<file path="config.mk">
export PLATFORM = sky130hd
export DESIGN_NAME = id_pipe
export DESIGN_NICKNAME = d
export VERILOG_FILES = /design/src/rtl/id_pipe.sv
export SDC_FILE = /design/constraint.sdc
export NUM_CORES = 1
export LEC_CHECK = 0
export ABC_AREA = 0
export ABC_CLOCK_PERIOD_IN_PS = 3400
export CAP_MARGIN = 20
export CORE_AREA = 8 8 203 166
export CTS_CLUSTER_DIAMETER = 40
export DETAILED_ROUTE_END_ITERATION = 8
export DIE_AREA = 0 0 211 174
export PLACE_DENSITY = 0.77
export RECOVER_POWER = 25
export SLEW_MARGIN = 40
export SYNTH_ARGS = -nofsm -noshare
export SYNTH_HDL_FRONTEND = slang
export SYNTH_SLANG_ARGS = --single-unit
</file>
<file path="constraint.sdc">
create_clock -name clk -period 3.4 [get_ports clk]
set_input_delay 1.02 -clock clk [delete_from_list [all_inputs] [get_ports clk]]
set_output_delay 1.02 -clock clk [all_outputs]
set_load 0.02 [all_outputs]
</file>
<file path="src/rtl/id_pipe.sv">
// id_pipe: RV32I decode stage with in-stage branch resolution, load-use interlock
// and wrong-path squash after a taken redirect.
module id_pipe #(
  parameter int XLEN      = 32,
  parameter int STALL_CYC = 1,
  parameter int SQUASH_N  = 1
) (
  input  logic            clk,
  input  logic            rst_n,
  input  logic            in_valid,
  output logic            in_ready,
  input  logic [31:0]     inst_i,
  input  logic [XLEN-1:0] pc_i,
  output logic [4:0]      rs1_addr_o,
  output logic [4:0]      rs2_addr_o,
  input  logic [XLEN-1:0] rs1_data_i,
  input  logic [XLEN-1:0] rs2_data_i,
  input  logic [4:0]      ex_rd_i,
  input  logic            ex_load_i,
  input  logic            flush_i,
  output logic            out_valid,
  input  logic            out_ready,
  output logic [XLEN-1:0] out_pc,
  output logic [XLEN-1:0] out_pc_plus4,
  output logic [XLEN-1:0] out_rs1,
  output logic [XLEN-1:0] out_rs2,
  output logic [XLEN-1:0] out_imm,
  output logic [4:0]      out_rd,
  output logic [2:0]      out_funct3,
  output logic            out_alu30,
  output logic            out_wb_en,
  output logic            out_load,
  output logic            out_store,
  output logic            out_csr,
  output logic            redir_o,
  output logic [XLEN-1:0] redir_pc_o
);
  typedef enum logic [1:0] {RUN, STALL, SQUASH} state_t;
  typedef struct packed {
    logic [XLEN-1:0] pc, pc4, rs1, rs2, imm;
    logic [4:0]      rd;
    logic [2:0]      f3;
    logic            a30, wb, ld, st, csr;
  } dec_t;
  state_t          state_q, state_d;
  logic [1:0]      cnt_q, cnt_d;
  dec_t            dec_q, dec_d;
  logic            valid_q, redir_q;
  logic [XLEN-1:0] redir_pc_q;
  logic [6:0]      op;
  logic [2:0]      f3;
  logic [4:0]      rd;
  logic is_lui, is_auipc, is_jal, is_jalr, is_br, is_ld, is_st, is_opi, is_op, is_sys;
  logic wb_op, uses1, uses2, hz, hz_run, adv, acc, keep, eq, lt, ltu, br_taken, taken;
  logic [XLEN-1:0] imm_i, imm_s, imm_b, imm_u, imm_j, imm, sum_rs, sum_pc, target;
  assign op         = inst_i[6:0];
  assign f3         = inst_i[14:12];
  assign rd         = inst_i[11:7];
  assign rs1_addr_o = inst_i[19:15];
  assign rs2_addr_o = inst_i[24:20];
  assign is_lui   = op == 7'b0110111;
  assign is_auipc = op == 7'b0010111;
  assign is_jal   = op == 7'b1101111;
  assign is_jalr  = op == 7'b1100111;
  assign is_br    = op == 7'b1100011;
  assign is_ld    = op == 7'b0000011;
  assign is_st    = op == 7'b0100011;
  assign is_opi   = op == 7'b0010011;
  assign is_op    = op == 7'b0110011;
  assign is_sys   = op == 7'b1110011;
  assign imm_i = XLEN'($signed(inst_i[31:20]));
  assign imm_s = XLEN'($signed({inst_i[31:25], inst_i[11:7]}));
  assign imm_b = XLEN'($signed({inst_i[31], inst_i[7], inst_i[30:25], inst_i[11:8], 1'b0}));
  assign imm_u = XLEN'($signed({inst_i[31:12], 12'b0}));
  assign imm_j = XLEN'($signed({inst_i[31], inst_i[19:12], inst_i[20], inst_i[30:21], 1'b0}));
  assign imm = (is_lui || is_auipc) ? imm_u : is_jal ? imm_j : is_br ? imm_b : is_st ? imm_s :
               (is_jalr || is_ld || is_opi || is_sys) ? imm_i : '0;
  assign eq       = rs1_data_i == rs2_data_i;
  assign lt       = $signed(rs1_data_i) < $signed(rs2_data_i);
  assign ltu      = rs1_data_i < rs2_data_i;
  // funct3 bit 0 inverts the base compare; 010/011 are not branches
  assign br_taken = is_br && f3[2:1] != 2'b01 && ((f3[2] ? (f3[1] ? ltu : lt) : eq) ^ f3[0]);
  assign taken    = is_jal || is_jalr || br_taken;
  assign sum_rs   = rs1_data_i + imm;
  assign sum_pc   = pc_i + imm;
  assign target   = is_jalr ? {sum_rs[XLEN-1:1], 1'b0} : sum_pc;
  assign wb_op = is_lui || is_auipc || is_jal || is_jalr || is_ld || is_opi || is_op || is_sys;
  assign uses1 = is_jalr || is_br || is_ld || is_st || is_opi || is_op || (is_sys && !f3[2] && f3[1:0] != 2'b00);
  assign uses2 = is_br || is_st || is_op;
  assign hz     = ex_load_i && ex_rd_i != 5'd0 &&
                  ((uses1 && ex_rd_i == rs1_addr_o) || (uses2 && ex_rd_i == rs2_addr_o));
  assign hz_run   = hz && state_q == RUN;
  assign adv      = !valid_q || out_ready;
  assign in_ready = state_q != STALL && !hz_run && adv;
  assign acc      = in_valid && in_ready;
  assign keep     = acc && state_q == RUN && !flush_i;
  assign dec_d = '{pc: pc_i, pc4: pc_i + XLEN'(4), rs1: rs1_data_i, rs2: rs2_data_i, imm: imm,
                   rd: wb_op ? rd : 5'd0, f3: f3, a30: inst_i[30] && (is_op || (is_opi && f3 == 3'b101)),
                   wb: wb_op && rd != 5'd0, ld: is_ld, st: is_st, csr: is_sys};
  // the hazard-detect cycle itself is the first interlock cycle
  always_comb begin
    state_d = state_q;
    cnt_d   = cnt_q;
    if (flush_i) begin
      state_d = RUN;
      cnt_d   = '0;
    end else if (state_q == STALL) begin
      cnt_d   = cnt_q - 2'd1;
      state_d = cnt_q == 2'd1 ? RUN : STALL;
    end else if (state_q == SQUASH) begin
      cnt_d   = acc ? cnt_q - 2'd1 : cnt_q;
      state_d = acc && cnt_q == 2'd1 ? RUN : SQUASH;
    end else if (in_valid && hz) begin
      state_d = STALL_CYC > 1 ? STALL : RUN;
      cnt_d   = 2'(STALL_CYC - 1);
    end else if (keep && taken && SQUASH_N > 0) begin
      state_d = SQUASH;
      cnt_d   = 2'(SQUASH_N);
    end
  end
  always_ff @(posedge clk or negedge rst_n) begin
    if (!rst_n) begin
      state_q    <= RUN;
      cnt_q      <= '0;
      valid_q    <= 1'b0;
      dec_q      <= '0;
      redir_q    <= 1'b0;
      redir_pc_q <= '0;
    end else begin
      state_q <= state_d;
      cnt_q   <= cnt_d;
      redir_q <= keep && taken;
      if (keep && taken) redir_pc_q <= target;
      if (flush_i) valid_q <= 1'b0;
      else if (adv) begin
        valid_q <= keep;
        dec_q   <= dec_d;
      end
    end
  end
  assign out_valid    = valid_q;
  assign out_pc       = dec_q.pc;
  assign out_pc_plus4 = dec_q.pc4;
  assign out_rs1      = dec_q.rs1;
  assign out_rs2      = dec_q.rs2;
  assign out_imm      = dec_q.imm;
  assign out_rd       = dec_q.rd;
  assign out_funct3   = dec_q.f3;
  assign out_alu30    = dec_q.a30;
  assign out_wb_en    = dec_q.wb;
  assign out_load     = dec_q.ld;
  assign out_store    = dec_q.st;
  assign out_csr      = dec_q.csr;
  assign redir_o      = redir_q;
  assign redir_pc_o   = redir_pc_q;
endmodule
</file>
==> results of run 1 <==
per-layer routing:
| metal | GRT usage | share of wire | vias up |
|---|---|---|---|
| li1 | - | - | 7026 |
| met1 | 0.366 | 0.41 | 7291 |
| met2 | 0.497 | 0.48 | 572 |
| met3 | 0.0706 | 0.071 | 143 |
| met4 | 0.106 | 0.036 | 0 |
| met5 | 0 | 0 | - |
what timing repair did:
| action | 4_1_cts | 5_1_grt |
|---|---|---|
| setup endpoints to repair | 38 | 38 |
| pin swaps | 100 | 99 |
| cloned | 3 | 2 |
| resized for setup | 320 | 136 |
| buffers inserted | 33 | 19 |
per-stage QoR:
step	std cells	worst slack [ns]	hold slack (ns)	power, mW
3_3_place_gp	2656	-1.72	0.458	5.17
3_5_place_dp	2656	-1.77	0.461	5.21
2_1_floorplan	1602	-1.00	0.491	3.89
4_1_cts	2761	-0.566	0.410	9.22
5_1_grt	2781	-0.765	0.490	9.61
6_report	2781	-0.657	0.469	9.28
cell families after synthesis:
family,Yosys count,share of synthesized area
XOR/XNOR,91,0.0594
AND/OR/NAND/NOR,663,0.215
multiplexers,13,0.0104
buffers and inverters,134,0.0431
flip-flops,209,0.390
adder cells (fa/ha/maj),95,0.0897
AO/OA/AOI/OAI,397,0.193
area by class of cell:
type                    count  area [um^2]  area share
clock inverters            26          250      0.0106
diodes                      1         2.50    0.000106
well taps                 420          526      0.0223
inverters                  50          188     0.00797
multi-input cells        1259         9250       0.393
clock buffers              46         1070      0.0456
flip-flops and latches    209         5230       0.222
repair buffers            770         7020       0.298
tightest hold or removal path: cells and delay by family (launching register included):
| family | cells | cell delay, ns |
|---|---|---|
| flops | 1 | 0.34 |
| simple gates | 2 | 0.10 |
cell usage in the layout (no fill, tap or decap), drive strengths merged, types with 59 or more instances in the layout:
master,instances
buf,417
clkdlybuf4s50,272
a21o,72
inv,59
dfrtp,209
nor2,81
clkbuf,59
nand2,430
ha,93
o21ai,129
a21oi,83
sequential cells by signal (all words and copies together), names as in the netlist, 3 cells and up:
| register | flops |
|---|---|
| out_rd | 5 |
| out_imm | 32 |
| out_rs2 | 32 |
| out_pc | 32 |
| out_pc_plus4 | 30 |
| out_funct3 | 3 |
| out_rs1 | 32 |
| redir_pc_o | 32 |
final timing paths:
| kind | end | slack [ns] | cells after the start |
|---|---|---|---|
| setup / recovery | redir_pc_o[27] | -0.66 | 19 |
| hold / removal | out_rs1[21] | 0.47 | 2 |
| setup reg to reg | redir_pc_o[14] | 1.31 | 8 |
| max in group asynchronous | out_imm[22] | 0.55 | 2 |
| min in group asynchronous | out_pc[2] | 0.83 | 1 |
| hold reg to reg | out_rs1[21] | 0.47 | 2 |
power groups by stage:
stage,clock network [mW],registers (mW),logic [mW]
final,3.88,2.88,2.52
after global routing,4.03,2.90,2.67
after CTS,3.93,2.88,2.42
after detailed placement,0,2.91,2.29
after global placement,0,2.91,2.26
after floorplan,0,3.19,0.697
==> flow_metrics.tcl, run 1 <==
set metrics [dict create \
    status "finished with violations" \
    synthCells 1602 \
    antenna_found_initial 1 \
    fmax_ghz 0.246 \
    synthTopCellsByArea "dfrtp_1 (39%), nand2_1 (12%), ha_1 (8.7%)" \
    timing.rr.start "out_valid" \
    period_share 1.19 \
    setup_ws_ns -0.657 \
    synth_seq_cells 209 \
    cts_tree "done" \
    fin_area_um2 23500 \
    peakVddDrop_mv 0.332 \
    arrival_ns 4.46 \
    grt_start_max_net_pins 110 \
    syn-cell-area_um2 13400 \
    grt_pass1_vias 15400 \
    cts_buffers 39 \
    min_from "out_rs1[21]" \
    coreArea_um2 30700 \
    hpwl_mm 42.5 \
    tns_ns -11.07 \
    port_buffers 356 \
    routed-via-count 15000 \
    holdBufCountCts 0 \
    ant_nets 0 \
    layout.nets 2563 \
    critPathCaptureType "register" \
    cp_data_required_time_ns 3.81 \
    io-pin-count 357 \
    clk_path_buf_depth 3 \
    clk_pin_slew_ns 0.05 \
    cpMostUsedCell "a21oi_2" \
    clock_power_share 0.419 \
    vias_per_cell 5.41 \
    yosysMostFrequentCell "nand2_1" \
    synth_edf_count 0 \
    hold_violations 0 \
    syn_avg_cell_area_um2 8.37 \
    startpoint_type "input port" \
    synth_top_flop_cell "dfrtp_1" \
    dieArea_um2 36700 \
    rows 58 \
    violations "setup timing" \
    die_h_um 174 \
    tightest_slew_ns 1.50 \
    layout-drive-gt1-share 0.329 \
    p_sw_mw 2.97 \
    drt_wl_total_mm 57.7 \
    p_seq_frac 0.310 \
    swShare 0.320 \
    yosys_warnings 0 \
    h-tree-depth 2 \
    fillCellCount 2095 \
    initial_core_util 0.437 \
    synth_area_leader_cell "dfrtp_1" \
    grt_util_all_layers 0.296 \
    path_delay_family "simple AND/OR/NAND/NOR gates" \
    cts_num_sinks 209 \
    worst_path_max_delay_cell "or4_4" \
    rsz0062_at_grt "true" \
    cp_max_fo 8 \
    place_congestion 0.971 \
    postLayoutCoreUtil 0.767 \
    cts_root_buffer "clkbuf_16" \
    power_density_nw_per_um2 394 \
    async_flop_share 1.00 \
    drt_iter0_markers 961 \
    grt_pass1_wl_mm 86.5 \
    p_leak_nw 11.6 \
    grt.overflow.total 0 \
    max_cap_violations 0 \
    startpoint "inst_i[4]" \
    slew-limit-headroom 0.000970 \
    path_buf_inv 3 \
    wl_per_cell_um 20.8 \
    die_w_um 211 \
    drc 0 \
    setup_viol_count_final 27 \
    synth_top_area_frac 0.390 \
    syn-num-nets 1836 \
    hold_class "register to register" \
    min_period_ns 4.06 \
    synthTopCellsByCount "nand2_1 (430), dfrtp_1 (209), o21ai_0 (94)" \
    fin_worst_skew_ns 0.0130 \
    pwr-share-comb 0.271 \
    critical_path_class "input port to register" \
    netlist-cell-type-count 79 \
    area_delta_synth_final_pct 75.5 \
    drt_pass1_iterations 6 \
    cp_slowest_stage_delay_ns 0.52 \
    slew_violations 0 \
    dpl_cell_area_um2 20200 \
    p_int_mw 6.31 \
    crit_path_cell_trace "buf_8 -> buf_12 -> a21oi_4 -> a21oi_2 -> nor3_2 -> a31oi_2 -> nor3b_2 -> nor2b_4 -> buf_6 -> a21o_4 -> ha_4 -> a21o_1 -> a21oi_2 -> nor2b_2 -> o21a_1 -> or4_4 -> a211oi_2 -> o22ai_1 -> mux2_4" \
    clk_latency_ns 0.54 \
    yosysSeqAreaShare 0.390 \
]
Note: power is estimated with default switching activity, not from simulation.
==> run 2: changes to the inputs <==
--- a/config.mk
+++ b/config.mk
@@ -10,8 +10,10 @@
 export CAP_MARGIN = 20
 export CORE_AREA = 8 8 203 166
 export CTS_CLUSTER_DIAMETER = 40
+export CTS_CLUSTER_SIZE = 25
 export DETAILED_ROUTE_END_ITERATION = 8
 export DIE_AREA = 0 0 211 174
+export MAX_ROUTING_LAYER = met4
 export PLACE_DENSITY = 0.77
 export RECOVER_POWER = 25
 export SLEW_MARGIN = 40
==> run 2 against run 1 <==
Effect of this change: the flow finishes with violations (capacitance limit, slew limit, setup timing); flip-flop and latch count did not move; wire length rose by 1.9%; fmax fell by 1.6%; first-iteration DRC count rose by 16%; clock power fell by 5%; sequential share of layout area rose by 0.24 points; non-clock buffer count rose by 6; setup slack got worse by 0.066 ns; cell count barely moved; combinational power barely moved; sequential power barely moved; clock skew rose by 0.0071 ns.
==> flow_metrics.tcl, run 2 (synthesized netlist as in run 1, its figures left out) <==
set metrics [dict create \
    violations "capacitance limit, slew limit, setup timing" \
    fin_area_um2 23300 \
    clk_latency_ns 0.52 \
    drt_wl_total_mm 58.8 \
    rows 58 \
    seqCellArea_um2 5230 \
    drc 0 \
    clock_power_share 0.407 \
    fmax_ghz 0.243 \
    rsz0062_at_grt "true" \
    die_h_um 174 \
    p_leak_nw 11.5 \
    dpl_cell_area_um2 20200 \
    swShare 0.311 \
    dieArea_um2 36700 \
    cts_buffers 36 \
    slew_violations 69 \
    pwr-share-comb 0.275 \
    tightest_slew_ns 1.74 \
    power_density_nw_per_um2 390 \
    postLayoutCoreUtil 0.759 \
    cts_tree "done" \
    grt_util_all_layers 0.310 \
    grt_pass1_wl_mm 87.6 \
    place_congestion 0.977 \
    cts_num_sinks 209 \
    final_common_cell "nand2_1" \
    fin_hold_ws_ns 0.473 \
    min_period_ns 4.12 \
    h-tree-depth 2 \
    p_int_mw 6.26 \
    grt_start_max_net_pins 110 \
    path_delay_family "compound AO/OA/AOI/OAI gates" \
    setup_viol_count_final 35 \
    slew-limit-headroom -0.159 \
    initial_core_util 0.437 \
    multi_input_area_um2 9110 \
    final_cells 2779 \
    final_cell_mix "nand2_1 (419), buf_4 (377), clkdlybuf4s50_1 (281)" \
    worst_path_max_delay_cell "fa_2" \
    path_buf_inv 11 \
    peakVddDrop_mv 0.335 \
    vias_per_cell 5.46 \
    setup_ws_ns -0.723 \
    min_path_cells 2 \
    grt_pass1_vias 15300 \
    startpoint_type "input port" \
    clk_pin_slew_ns 0.07 \
    placed_cells 2656 \
    critical_path_class "input port to register" \
    arrival_ns 4.54 \
    io-pin-count 357 \
    wl_per_cell_um 21.2 \
    tns_ns -15.13 \
    drt_iter0_markers 1112 \
    area_delta_synth_final_pct 73.6 \
    layout.nets 2566 \
    cts_root_buffer "clkbuf_16" \
    worst_r2r_path_depth 11 \
    crit_path_cell_trace "buf_8 -> buf_6 -> mux2_4 -> a32oi_4 -> nor2_4 -> a22o_4 -> fa_2 -> a211oi_2 -> o21bai_2 -> a31oi_4 -> buf_4 -> buf_4 -> buf_4 -> buf_4 -> buf_4 -> buf_4 -> buf_4 -> buf_4 -> buf_4 -> nor2_2 -> xnor2_1 -> nand2_1 -> o21ai_2 -> o21ai_1" \
    grt.overflow.total 0 \
    preCtsSetupSlack_ns -1.79 \
    cp_slowest_stage_delay_ns 0.40 \
    hold_violations 0 \
    cp_data_required_time_ns 3.82 \
    hold_class "register to register" \
    die_w_um 211 \
    coreArea_um2 30700 \
    max_cap_violations 1 \
    fin_worst_skew_ns 0.0201 \
    p_sw_mw 2.82 \
    drt_pass1_iterations 5 \
    cpMostUsedCell "buf_4" \
    period_share 1.21 \
    critPathCaptureType "register" \
    clk_path_buf_depth 3 \
    antenna_found_initial 2 \
    routed-via-count 15200 \
    cp.depth 24 \
    layout-drive-gt1-share 0.317 \
    hpwl_mm 43.2 \
    ant_nets 0 \
    cp_max_fo 5 \
    port_buffers 356 \
    status "finished with violations" \
    p_seq_frac 0.318 \
    fillCellCount 2171 \
    p_total_mw 9.09 \
]
-- run 2: timing repair --
action / CTS / global route
pin swaps: 101 / 94
gates cloned: 3 / 3
hold buffers: 0 / 0
buffers inserted: 33 / 27
endpoints found under the setup margin: 39 / 38
gates resized for setup: 252 / 143
-- run 2: metal layers --
metal  vias to the layer above  track usage  wire length, um
met3                       139       0.0526             4110
met2                       639        0.494            27900
met5                         -            -                0
met1                      7373        0.391            24400
met4                         0        0.121             2320
li1                       7018            -                -
-- run 2: power groups by stage --
stage	sequential, mW	clock (mW)	combinational [mW]
2_1_floorplan	3.19	0	0.697
3_3_place_gp	2.91	0	2.26
3_5_place_dp	2.92	0	2.29
4_1_cts	2.88	3.73	2.40
5_1_grt	2.91	3.86	2.67
6_report	2.89	3.70	2.50
-- run 2: worst paths after layout --
path                                        to        start  slack [ns]
worst min register to register     out_rs1[20]  out_rs1[20]        0.47
worst max-delay path             redir_pc_o[6]    inst_i[2]       -0.72
worst max register to register  redir_pc_o[30]    out_valid        1.15
max in group asynchronous        out_funct3[1]        rst_n        0.58
worst min-delay path               out_rs1[20]  out_rs1[20]        0.47
min in group asynchronous           out_rs1[3]        rst_n        0.97
-- run 2: worst register-to-register path, stage by stage (launching register included) --
cell and delay (ns):
dfrtp_1 0.38, nand2b_1 0.09, buf_4 0.14, nor2b_4 0.17, nand4b_1 0.26, buf_4 0.24, o21bai_4 0.17, buf_12 0.14
buf_4 0.15, buf_4 0.15, a21oi_1 0.16, a2bb2oi_2 0.08
-- run 2: layout make-up --
| type | count | share of cell area |
|---|---|---|
| diodes | 2 | 0.000215 |
| flip-flops and latches | 209 | 0.225 |
| clock inverters | 16 | 0.00886 |
| multi-input cells | 1259 | 0.391 |
| well taps | 420 | 0.0226 |
| repair buffers | 776 | 0.301 |
| clock buffers | 47 | 0.0435 |
| inverters | 50 | 0.00806 |
==> run 3: changes to the inputs <==
--- a/config.mk
+++ b/config.mk
@@ -8,14 +8,15 @@
 export ABC_AREA = 0
 export ABC_CLOCK_PERIOD_IN_PS = 3400
 export CAP_MARGIN = 20
-export CORE_AREA = 8 8 203 166
+export CORE_AREA = 8 8 209 161
 export CTS_CLUSTER_DIAMETER = 40
 export CTS_CLUSTER_SIZE = 25
 export DETAILED_ROUTE_END_ITERATION = 8
-export DIE_AREA = 0 0 211 174
+export DIE_AREA = 0 0 217 169
 export MAX_ROUTING_LAYER = met4
 export PLACE_DENSITY = 0.77
 export RECOVER_POWER = 25
+export SKIP_LAST_GASP = 1
 export SLEW_MARGIN = 40
 export SYNTH_ARGS = -nofsm -noshare
 export SYNTH_HDL_FRONTEND = slang
==> run 3 against run 2 <==
Effect of this change: the run still ends with capacitance limit, slew limit, setup timing left; clock-buffer cell count is 10 lower; highest routed layer unchanged; critical path depth stayed put; critical endpoint unchanged; die area is 0.11% lower; non-clock buffer count is 18 higher; largest power group unchanged; setup slack worse by 0.067 ns; first-iteration DRC count is 7.1% higher; fmax is 1.6% lower; cell count is 0.11% higher.
==> flow_metrics.tcl, run 3 (synthesized netlist as in run 1, its figures left out) <==
set metrics [dict create \
    cp_data_required_time_ns 3.81 \
    drt_pass1_iterations 5 \
    period_share 1.23 \
    cp_max_fo 5 \
    hold_violations 0 \
    holdBufCountCts 0 \
    setup_viol_count_final 28 \
    dieArea_um2 36700 \
    topRoutingLayerUsed "met4" \
    die_w_um 217 \
    max_cap_violations 1 \
    met1_length_mm 24.6 \
    arrival_ns 4.60 \
    place_congestion 1.02 \
    path_buf_inv 11 \
    drt_wl_total_mm 59.2 \
    grt_pass1_wl_mm 89.7 \
    clk_pin_slew_ns 0.06 \
    final_cell_mix "nand2_1 (415), buf_4 (388), clkdlybuf4s50_1 (279)" \
    startpoint "inst_i[2]" \
    critPathCaptureType "register" \
    ant_nets 0 \
    slew-limit-headroom -0.577 \
    violations "capacitance limit, slew limit, setup timing" \
    layout-drive-gt1-share 0.346 \
    power_density_nw_per_um2 388 \
    critical_path_class "input port to register" \
    die_h_um 169 \
    met2_length_mm 27.6 \
    status "finished with violations" \
    vias_per_cell 5.49 \
    clk_latency_ns 0.52 \
    initial_core_util 0.439 \
    io-pin-count 357 \
    drt_iter0_markers 1191 \
    grt_pass1_vias 15700 \
    min_period_ns 4.19 \
    peakVddDrop_mv 0.321 \
    tns_ns -15.01 \
    crit_path_cell_trace "buf_8 -> buf_6 -> mux2_4 -> a32oi_2 -> nor2_4 -> a22o_4 -> ha_4 -> a211oi_4 -> o21bai_2 -> a31oi_4 -> buf_4 -> buf_4 -> buf_4 -> buf_4 -> buf_4 -> buf_4 -> buf_4 -> buf_4 -> buf_4 -> nor2_2 -> xnor2_1 -> nand2_1 -> o21ai_1 -> o21ai_1" \
    timing.rr.start "out_valid" \
    hpwl_mm 43.4 \
    fin_worst_skew_ns 0.00767 \
    cts_tree "done" \
    wl_per_cell_um 21.3 \
    regToRegSetupSlack_ns 1.37 \
    rsz0062_at_grt "true" \
    wl_met3_mm 4.39 \
    setup_ws_ns -0.791 \
    clk_path_buf_depth 3 \
    coreArea_um2 30500 \
    postLayoutCoreUtil 0.771 \
    antenna_found_initial 4 \
    startpoint_type "input port" \
    port_buffers 356 \
    p_leak_nw 11.5 \
    worstReg2RegEnd "redir_pc_o[31]" \
    final_common_cell "nand2_1" \
    slew_violations 86 \
    p_total_mw 9.14 \
    grt.overflow.total 0 \
    rows 56 \
    routed-via-count 15300 \
    cts_root_buffer "clkbuf_16" \
    cts_buffers 34 \
    min_path_cells 2 \
    grt_util_all_layers 0.317 \
    fillCellCount 2125 \
    worst_r2r_path_depth 8 \
    grt_start_max_net_pins 110 \
    cp_slowest_stage_delay_ns 0.30 \
    area_delta_synth_final_pct 75.5 \
    fmax_ghz 0.239 \
    h-tree-depth 2 \
    cts_num_sinks 209 \
    tightest_slew_ns 2.37 \
    worst_path_max_delay_cell "a22o_4" \
    min_from "out_pc[22]" \
    path_delay_family "buffers and inverters" \
    drc 0 \
    hold_path_end "out_pc[22]" \
    hold_class "register to register" \
    cpMostUsedCell "buf_4" \
    layout.nets 2582 \
]
run 3: stage by stage:
step	cell area [um^2]	setup slack, ns	hold slack, ns	cells
4_1_cts	23100	-0.601	0.476	2759
5_1_grt	23600	-0.855	0.492	2782
3_5_place_dp	20300	-1.91	0.461	2649
2_1_floorplan	13700	-1.00	0.491	1602
3_3_place_gp	20300	-1.78	0.457	2649
6_report	23600	-0.791	0.472	2782
run 3: final cells by class:
class	count	area, um^2	share of cell area
repair buffers	794	7040	0.299
multi-input cells	1259	9370	0.398
flip-flops and latches	209	5230	0.222
clock buffers	37	903	0.0384
well taps	406	508	0.0216
inverters	50	190	0.00808
diodes	4	10.0	0.000425
clock inverters	23	305	0.0130
run 3: how the worst max path moves through the flow:
stage	endpoint	slack [ns]	depth (start not counted)
2_1_floorplan	redir_pc_o[28]	-1.00	18
4_1_cts	in_ready	-0.60	9
5_1_grt	redir_pc_o[6]	-0.85	24
3_3_place_gp	redir_pc_o[20]	-1.78	19
6_report	redir_pc_o[6]	-0.79	24
3_5_place_dp	redir_pc_o[31]	-1.91	19
run 3: metal layers:
metal / vias to the layer above / GRT usage
li1: 7057 / -
met1: 7399 / 0.396
met2: 641 / 0.497
met3: 174 / 0.0696
met4: 0 / 0.131
met5: - / -
run 3: power by group:
| group | internal, mW | total, mW | switching [mW] |
|---|---|---|---|
| Sequential | 2.73 | 2.88 | 0.150 |
| Clock | 2.30 | 3.69 | 1.39 |
| Combinational | 1.21 | 2.57 | 1.37 |
run 3: repair_timing:
item | CTS | global route
gates cloned | 5 | 0
setup buffers | 49 | 27
pin swaps | 156 | 109
gates resized for setup | 393 | 129
endpoints found under the setup margin | 42 | 38
run 3: worst min-delay path, stage by stage (launching register included):
cell     delay [ns]
dfrtp_1        0.34
nand2_1        0.05
nand2_1        0.05
